**src/rtl/if_fetch_stage_pkg.sv**
```systemverilog
// Shared widths, reset PC and FSM encodings for the instruction-fetch stage.
// Combinational-free; no latency or backpressure of its own.
package if_fetch_stage_pkg;

    localparam int          XLEN_DEF     = 64;
    localparam int          INST_LEN_DEF = 32;
    localparam logic [63:0] RESET_PC_DEF = 64'h0000_0000_8000_0000;

    typedef enum logic [2:0] {
        ST_IDLE = 3'd0,
        ST_REQ  = 3'd1,
        ST_WAIT = 3'd2,
        ST_HOLD = 3'd3,
        ST_DROP = 3'd4
    } fetch_state_e;

endpackage

```
**src/rtl/if_pc_gen.sv**
```systemverilog
// Architectural fetch PC register with hold / +4 / redirect next-PC mux.
// Latency: new PC visible one cycle after advance or redirect.
// Backpressure: none; the PC holds whenever neither select is asserted.
module if_pc_gen
    import if_fetch_stage_pkg::*;
#(
    parameter int               XLEN     = XLEN_DEF,
    parameter logic [XLEN-1:0]  RESET_PC = XLEN'(RESET_PC_DEF)
) (
    input  logic            clk,
    input  logic            rst_n,
    input  logic            advance,
    input  logic            redirect,
    input  logic [XLEN-1:0] redirect_pc,
    output logic [XLEN-1:0] pc_q
);

    // Redirect outranks the sequential advance.
    always_ff @(posedge clk or negedge rst_n) begin
        if (!rst_n) begin
            pc_q <= RESET_PC;
        end else if (redirect) begin
            pc_q <= redirect_pc;
        end else if (advance) begin
            pc_q <= pc_q + XLEN'(4);
        end
    end

endmodule

```
**src/rtl/if_fetch_stage.sv**
```systemverilog
// Instruction fetch: one outstanding imem read, buffered word presented to IF/ID.
// Latency: accept at t, response at t+1, if_valid_o at t+2; IF/ID drains via stall_n.
// Backpressure: holds the buffered word while stall_n is low; optional IF_MISALIGN_CHECK_EN.
module if_fetch_stage
    import if_fetch_stage_pkg::*;
#(
    parameter int               XLEN     = XLEN_DEF,
    parameter int               INST_LEN = INST_LEN_DEF,
    parameter logic [XLEN-1:0]  RESET_PC = XLEN'(RESET_PC_DEF)
) (
    input  logic                clk,
    input  logic                rst_n,
    input  logic                stall_n,
    input  logic                redirect_valid,
    input  logic [XLEN-1:0]     redirect_pc,
    output logic                imem_req_valid,
    input  logic                imem_req_ready,
    output logic [XLEN-1:0]     imem_req_addr,
    input  logic                imem_rsp_valid,
    input  logic [INST_LEN-1:0] imem_rsp_data,
    output logic [XLEN-1:0]     pc_if_o,
    output logic [INST_LEN-1:0] instr_if_o,
    output logic                if_valid_o
`ifdef IF_MISALIGN_CHECK_EN
    ,
    output logic                if_misalign_o
`endif
);

    fetch_state_e    state;
    logic [XLEN-1:0] pc_q;
    logic [XLEN-1:0] redir_eff;
    logic            redir_mis;
    logic            stale;
    logic            advance;

`ifdef IF_MISALIGN_CHECK_EN
    logic            mis_pend;
    assign redir_eff = redirect_pc;
    assign redir_mis = |redirect_pc[1:0];
`else
    assign redir_eff = redirect_pc & ~XLEN'(3);
    assign redir_mis = 1'b0;
`endif

    // A redirect here leaves a response still owed by the memory.
    assign stale = ((state == ST_REQ)  && imem_req_ready) ||
                   ((state == ST_WAIT) && !imem_rsp_valid) ||
                   (state == ST_DROP);

    assign advance        = (state == ST_HOLD) && stall_n && !redirect_valid;
    assign imem_req_valid = (state == ST_REQ);
    assign imem_req_addr  = pc_q;

    if_pc_gen #(
        .XLEN     (XLEN),
        .RESET_PC (RESET_PC)
    ) u_pc_gen (
        .clk         (clk),
        .rst_n       (rst_n),
        .advance     (advance),
        .redirect    (redirect_valid),
        .redirect_pc (redir_eff),
        .pc_q        (pc_q)
    );

    always_ff @(posedge clk or negedge rst_n) begin
        if (!rst_n) begin
            state      <= ST_IDLE;
            pc_if_o    <= RESET_PC;
            instr_if_o <= '0;
            if_valid_o <= 1'b0;
`ifdef IF_MISALIGN_CHECK_EN
            if_misalign_o <= 1'b0;
            mis_pend      <= 1'b0;
`endif
        end else if (redirect_valid) begin
            if_valid_o <= 1'b0;
            instr_if_o <= '0;
`ifdef IF_MISALIGN_CHECK_EN
            if_misalign_o <= 1'b0;
            mis_pend      <= redir_mis && stale;
`endif
            if (stale) begin
                state <= ST_DROP;
            end else if (redir_mis) begin
                // Misaligned target: report it through the buffer instead of fetching.
                state      <= ST_HOLD;
                if_valid_o <= 1'b1;
                pc_if_o    <= redir_eff;
`ifdef IF_MISALIGN_CHECK_EN
                if_misalign_o <= 1'b1;
`endif
            end else begin
                state <= ST_REQ;
            end
        end else begin
            case (state)
                ST_IDLE: state <= ST_REQ;
                ST_REQ: begin
                    if (imem_req_ready) state <= ST_WAIT;
                end
                ST_WAIT: begin
                    if (imem_rsp_valid) begin
                        instr_if_o <= imem_rsp_data;
                        if_valid_o <= 1'b1;
                        pc_if_o    <= pc_q;
                        state      <= ST_HOLD;
                    end
                end
                ST_HOLD: begin
                    if (stall_n) begin
                        instr_if_o <= '0;
                        if_valid_o <= 1'b0;
`ifdef IF_MISALIGN_CHECK_EN
                        if_misalign_o <= 1'b0;
`endif
                        state <= ST_REQ;
                    end
                end
                ST_DROP: begin
                    if (imem_rsp_valid) begin
`ifdef IF_MISALIGN_CHECK_EN
                        if (mis_pend) begin
                            state         <= ST_HOLD;
                            if_valid_o    <= 1'b1;
                            pc_if_o       <= pc_q;
                            if_misalign_o <= 1'b1;
                            mis_pend      <= 1'b0;
                        end else
`endif
                        state <= ST_REQ;
                    end
                end
                default: state <= ST_IDLE;
            endcase
        end
    end

endmodule

```
**config.mk**
```make
export PLATFORM = sky130hd
export DESIGN_NAME = if_fetch_stage
export DESIGN_NICKNAME = d
export VERILOG_FILES = /design/src/rtl/if_fetch_stage_pkg.sv /design/src/rtl/if_pc_gen.sv /design/src/rtl/if_fetch_stage.sv
export SDC_FILE = /design/constraint.sdc
export NUM_CORES = 1
export LEC_CHECK = 0
export CORE_MARGIN = 2
export CORE_UTILIZATION = 32
export CTS_CLUSTER_DIAMETER = 80
export DETAILED_ROUTE_END_ITERATION = 7
export PLACE_DENSITY_LB_ADDON = 0.1
export SLEW_MARGIN = 20
export SYNTH_ARGS = -nofsm -noshare
export SYNTH_HDL_FRONTEND = slang
export SYNTH_SLANG_ARGS = --single-unit
```
**constraint.sdc**
```tcl
create_clock -name clk -period 4.5 [get_ports clk]
set_clock_uncertainty 0.15 [all_clocks]
set_input_delay 1.35 -clock clk [delete_from_list [all_inputs] [get_ports clk]]
set_output_delay 1.35 -clock clk [all_outputs]
set_load 0.03 [all_outputs]
```
# ---- After elaboration in Yosys (flattened, before gate mapping)
# Index checks and enable logic that the tools add are counted.
dict set report classes {
  n_reduce_logical 14
  eq_ne 8
  addsub 1
  mux 17
  n_bitwise 1
}
# cell n
set op_table {}
lappend op_table {{2-to-1 mux 64 bit} 2}
lappend op_table {{2-to-1 mux 32 bit} 3}
lappend op_table {{adder 64 x 3 -> 64 bit, second input constant} 1}
lappend op_table {{one-hot mux 32 bit (2 select lines)} 1}
lappend op_table {{2-to-1 mux 3 bit} 6}
lappend op_table {{one-hot mux 3 bit (5 select lines)} 1}
lappend op_table {{inequality test 3 bit, second input constant} 3}
lappend op_table {{equality test 3 x 2 -> 1 bit, second input constant} 2}
lappend op_table {{AND reduction 3 bit} 2}
lappend op_table {{logical AND 1 bit} 4}
lappend op_table {{AND reduction 4 bit} 1}
lappend op_table {{equality test 3 x 1 -> 1 bit, second input constant} 1}
lappend op_table {{equality test 3 bit, second input constant} 1}
lappend op_table {{logical NOT 3 bit} 1}
lappend op_table {{2-to-1 mux 1 bit} 3}
lappend op_table {{inequality test 3 x 2 -> 1 bit, second input constant} 1}
lappend op_table {{nonzero test 3 bit} 1}
lappend op_table {{logical NOT 1 bit} 2}
lappend op_table {{logical OR 1 bit} 2}
lappend op_table {{one-hot mux 1 bit (2 select lines)} 1}
lappend op_table {{nonzero test 2 bit} 1}
lappend op_table {{inverter 1 bit} 1}
dict set report word_totals {
  out_inout_bits 162
  elab_cells 46
  inputBits 102
  ff_bits 164
}

# ---- Longest topological paths before layout
dict set report depth {
  ltp_word 6
  depth_mapped 8
}

# ---- By module
# Synthesis repeated with hierarchy kept, for this count alone.
dict set report unflattened {
  cells_unflattened 670
  area_unflattened_um2 7607.3
}
# module instances area_per_inst_um2 cells_each
set by_module_without_submodules {}
lappend by_module_without_submodules {if_fetch_stage 1 3837.4 240}
lappend by_module_without_submodules {if_pc_gen 1 3769.9 430}

# ---- Least setup slack after synthesis
# No wires, ideal clock.
dict set report synth_path {
  path_kind {input-to-reg}
  start {in stall_n}
  end {reg u_pc_gen.pc_q[59]}
  setup_slack_ps 1057
  stages 7
  arrival_time_ps 3211
  cell_sequence {and4b_1 -> clkbuf_1 -> nand4_1 -> or4_1 -> clkbuf_1 -> or4_1 -> a31oi_1}
}
dict set report synth_via {
  elab_chain_len 3
}
# element line_no
set synth_lines {}
lappend synth_lines {{from (decl)} if_fetch_stage.sv:13} ;# input logic stall_n,
lappend synth_lines {{logical AND 1 bit (2 in a row)} if_fetch_stage.sv:51} ;# assign advance = (state == ST_HOLD) && stall_n && !redirect_valid;
lappend synth_lines {{nonzero test 2 bit (no source line)} -}
lappend synth_lines {{to (signal assigned)} if_pc_gen.sv:23} ;# pc_q <= redirect_pc;
lappend synth_lines {{to (signal assigned)} if_pc_gen.sv:25} ;# pc_q <= pc_q + XLEN'(4);
lappend synth_lines {{to (decl)} if_pc_gen.sv:15} ;# output logic [XLEN-1:0] pc_q
# No other way between the ends.
# A chain may end at the register's enable or synchronous reset.

# ---- Worst setup path after layout
# Ends and elaborated chain as after synthesis.

==> flow_summary.yaml <==
synth:
  synth-seq-area-share: 0.5340
  synth_area_mm2: 0.007502
  yosysMostFrequentCell: "nand2_1"
  ys_dominant_reg_cell: "dfrtp_1"
  synthArstFlopShare: 1.000
  ys_ff_latch: 160
  ys_types: 52
  yosysTopAreaCellShare: 0.5270
  netlist_top_cells_area: "dfrtp_1 53%, nand2_1 12%, o21ai_0 4.0%"
  yosys-top-cells-count: "232 x nand2_1, 158 x dfrtp_1, 60 x o21ai_0, 45 x clkbuf_1, 32 x a22o_1"
  yosysTopAreaCell: "dfrtp_1"
  syn_area_per_cell_um2: 9.228
  syn_inst: 813
  synth_edf_count: 0
  synth_warnings: 0
pwr:
  ir_drop_mv: 0.2387
  comb_power_share: 0.362
  p_leak_uw: 0.004544
  p_clk_frac: 0.259
  p_int_uw: 3306
  p_per_area_mw_per_mm2: 493.2
  power_switching_uw: 2062
  swShare: 0.3841
  p_seq_frac: 0.379
  p_total_uw: 5368
placement:
  dp_hpwl_um: 16970
  dp_cells: 1343
  dpl_cell_area_mm2: 0.01034
  dp_slack_ns: 0.4212
  numPortBuffers: 257
  gp_congestion: 0.8092
hold_path:
  worstHoldPathType: "flip-flop to flip-flop"
final_layout:
  fill_cells: 2286
  layout.cells.non_filler: 1375
  n_antenna_cell: 0
  final_cell_area_mm2: 0.01088
  multiInputGateArea_mm2: 0.003206
  nNetsFinal: 1146
  synthToLayoutAreaGrowth_pct: 45.08
  drive_gt1_frac: 0.05871
  regArea_mm2: 0.004006
die:
  die_y_um: 157.1
  pin_count: 264
  dieArea_mm2: 0.02469
  initial_core_util: 0.3225
  die_x_um: 157.1
  rows: 56
  core_mm2: 0.02326
clocking:
  cts_sinks: 160
  cts_buffers: 17
  clk_pin_slew_ns: 0.07
  cts_buffer_depth: 2
  htree_levels: 4
  root_buffer: "clkbuf_16"
  clkLatencyLatePin_ns: 0.42
  postCtsHoldBufs: 0
  postCtsSetupBuffers: 0
  cts_tree: "done"
  cts_resized: 0
timing:
  tightest_slew_ns: 0.9578
  fin_ws_ns: 0.8267
  finalSetupTns_ns: 0
  fmax_mhz: 272.2
  rsz0062_at_grt: "false"
  fin_crit_sh: 0.8163
  slew_viol_final: 0
  fin_crit_ns: 3.673
  relSlewSlack: 0.3615
  final_hold_viol_count: 0
  finalSetupViolCount: 0
worst_setup_path:
  start_kind: "input pin"
  critPathMaxStageDelay_ns: 0.76
  cp.required_ns: 4.69
  critPathArrivalTime_ns: 3.87
  crit_chain: "clkdlybuf4s50_1 > and4b_1 > nand4_1 > or4_1 > or4_1 > a31oi_1"
  critical_path.max_fanout: 8
  cpMaxStageDelayCell: "or4_1"
  end_kind: "flip-flop"
  path_class: "input pin to flip-flop"
  path_delay_family: "simple AND/OR/NAND/NOR gates"
  critical_path.most_common_cell: "or4_1"
  path_buf_inv: 1
grt:
  grt_pass1_wl_um: 37830
  grt_max_degree: 98
  antenna_found_initial: 1
  grt_overflow: 0
  first_global_vias: 6544
  grt.total_usage: 0.1982
drt:
  dr.pass1.iters: 4
  drc_errors: 0
  drt-total-wl_um: 24290
  drtIter0Drc: 432
  via_per_inst: 4.896
  drtAntennaViolNets: 0
  dr_total_vias: 6732
  wire_per_inst_um: 17.66
job:
  drv_cap: 0
run_status:
  outcome: "finished, final reports clean"
final cells by class:
| type | instances | share of cell area |
|---|---|---|
| inverters | 11 | 0.003794 |
| clock inverters | 13 | 0.009426 |
| well taps | 319 | 0.03667 |
| flip-flops and latches | 160 | 0.3681 |
| multi-input cells | 584 | 0.2945 |
| repair buffers | 269 | 0.2468 |
| clock buffers | 19 | 0.04069 |
power by group through the flow:
stage / Clock [µW] / Sequential, µW / Combinational [µW]
after CTS: 1420 / 2040 / 1970
after floorplan: 0 / 2600 / 488
after detailed placement: 0 / 2050 / 1970
after global routing: 1490 / 2080 / 2090
final: 1390 / 2030 / 1950
after global placement: 0 / 2050 / 1950
sequential cells by signal, summed over array words and instances (netlist names):
signal,count
if_valid_o,1
pc_if_o,62
state,3
u_pc_gen.pc_q,62
instr_if_o,32
stage by stage:
step	utilization	hold WS [ns]
finish	0.4679	0.3102
floorplan	-	0.3686
global placement	0.4444	0.3027
CTS	0.4679	0.3147
detailed placement	0.4444	0.3037
global route	0.4679	0.3274
cells in the final DEF (no fill, tap or decap), drive strengths merged, types with 11 or more instances in the layout:
cell type / n
clkdlybuf4s50: 255
nand2: 232
dfrtp: 158
o21ai: 60
a22o: 32
nand4: 29
nor2: 27
nand3: 25
xnor2: 25
nor4: 19
clkbuf: 19
or4: 17
xor2: 16
inv: 16
buf: 14
a31oi: 13
or3: 13
nor3: 11
worst register-to-register path: cells and delay by family, from the launching register on:
kind | cells | cell delay, ns
and+or+nand+nor | 4 | 2.28
DFF | 1 | 0.47
AOI/OAI and AO/OA | 1 | 0.16
metal layers:
layer / global-route usage / wire length (µm)
met3: 0.04791 / 1390
met5: 0 / 13
met4: 0.05931 / 416
met2: 0.2916 / 10620
met1: 0.2885 / 11850
worst paths after layout:
kind	start	endpoint	slack, ns	cells past startpoint
max in group asynchronous	rst_n	u_pc_gen.pc_q[21]$_DFFE_PN0P_	2.44	2
max reg2reg	u_pc_gen.pc_q[19]$_DFFE_PN0P_	u_pc_gen.pc_q[52]$_DFFE_PN0P_	1.35	5
min in group asynchronous	rst_n	pc_if_o[40]$_DFFE_PN0P_	0.88	1
min reg2reg	pc_if_o[31]$_DFFE_PN1P_	pc_if_o[31]$_DFFE_PN1P_	0.31	2
min	pc_if_o[31]$_DFFE_PN1P_	pc_if_o[31]$_DFFE_PN1P_	0.31	2
max	stall_n	u_pc_gen.pc_q[59]$_DFFE_PN0P_	0.83	6
cells by family after synthesis:
logic type / share of synthesized area
flops: 0.5340
xor+xnor: 0.04786
mux: 0.005670
fa+ha+maj: 0.001668
buf+inv: 0.04069
simple gates: 0.2585
compound gates: 0.1111
other cells: 0.0004999
Power figures use the tool's default switching activity.
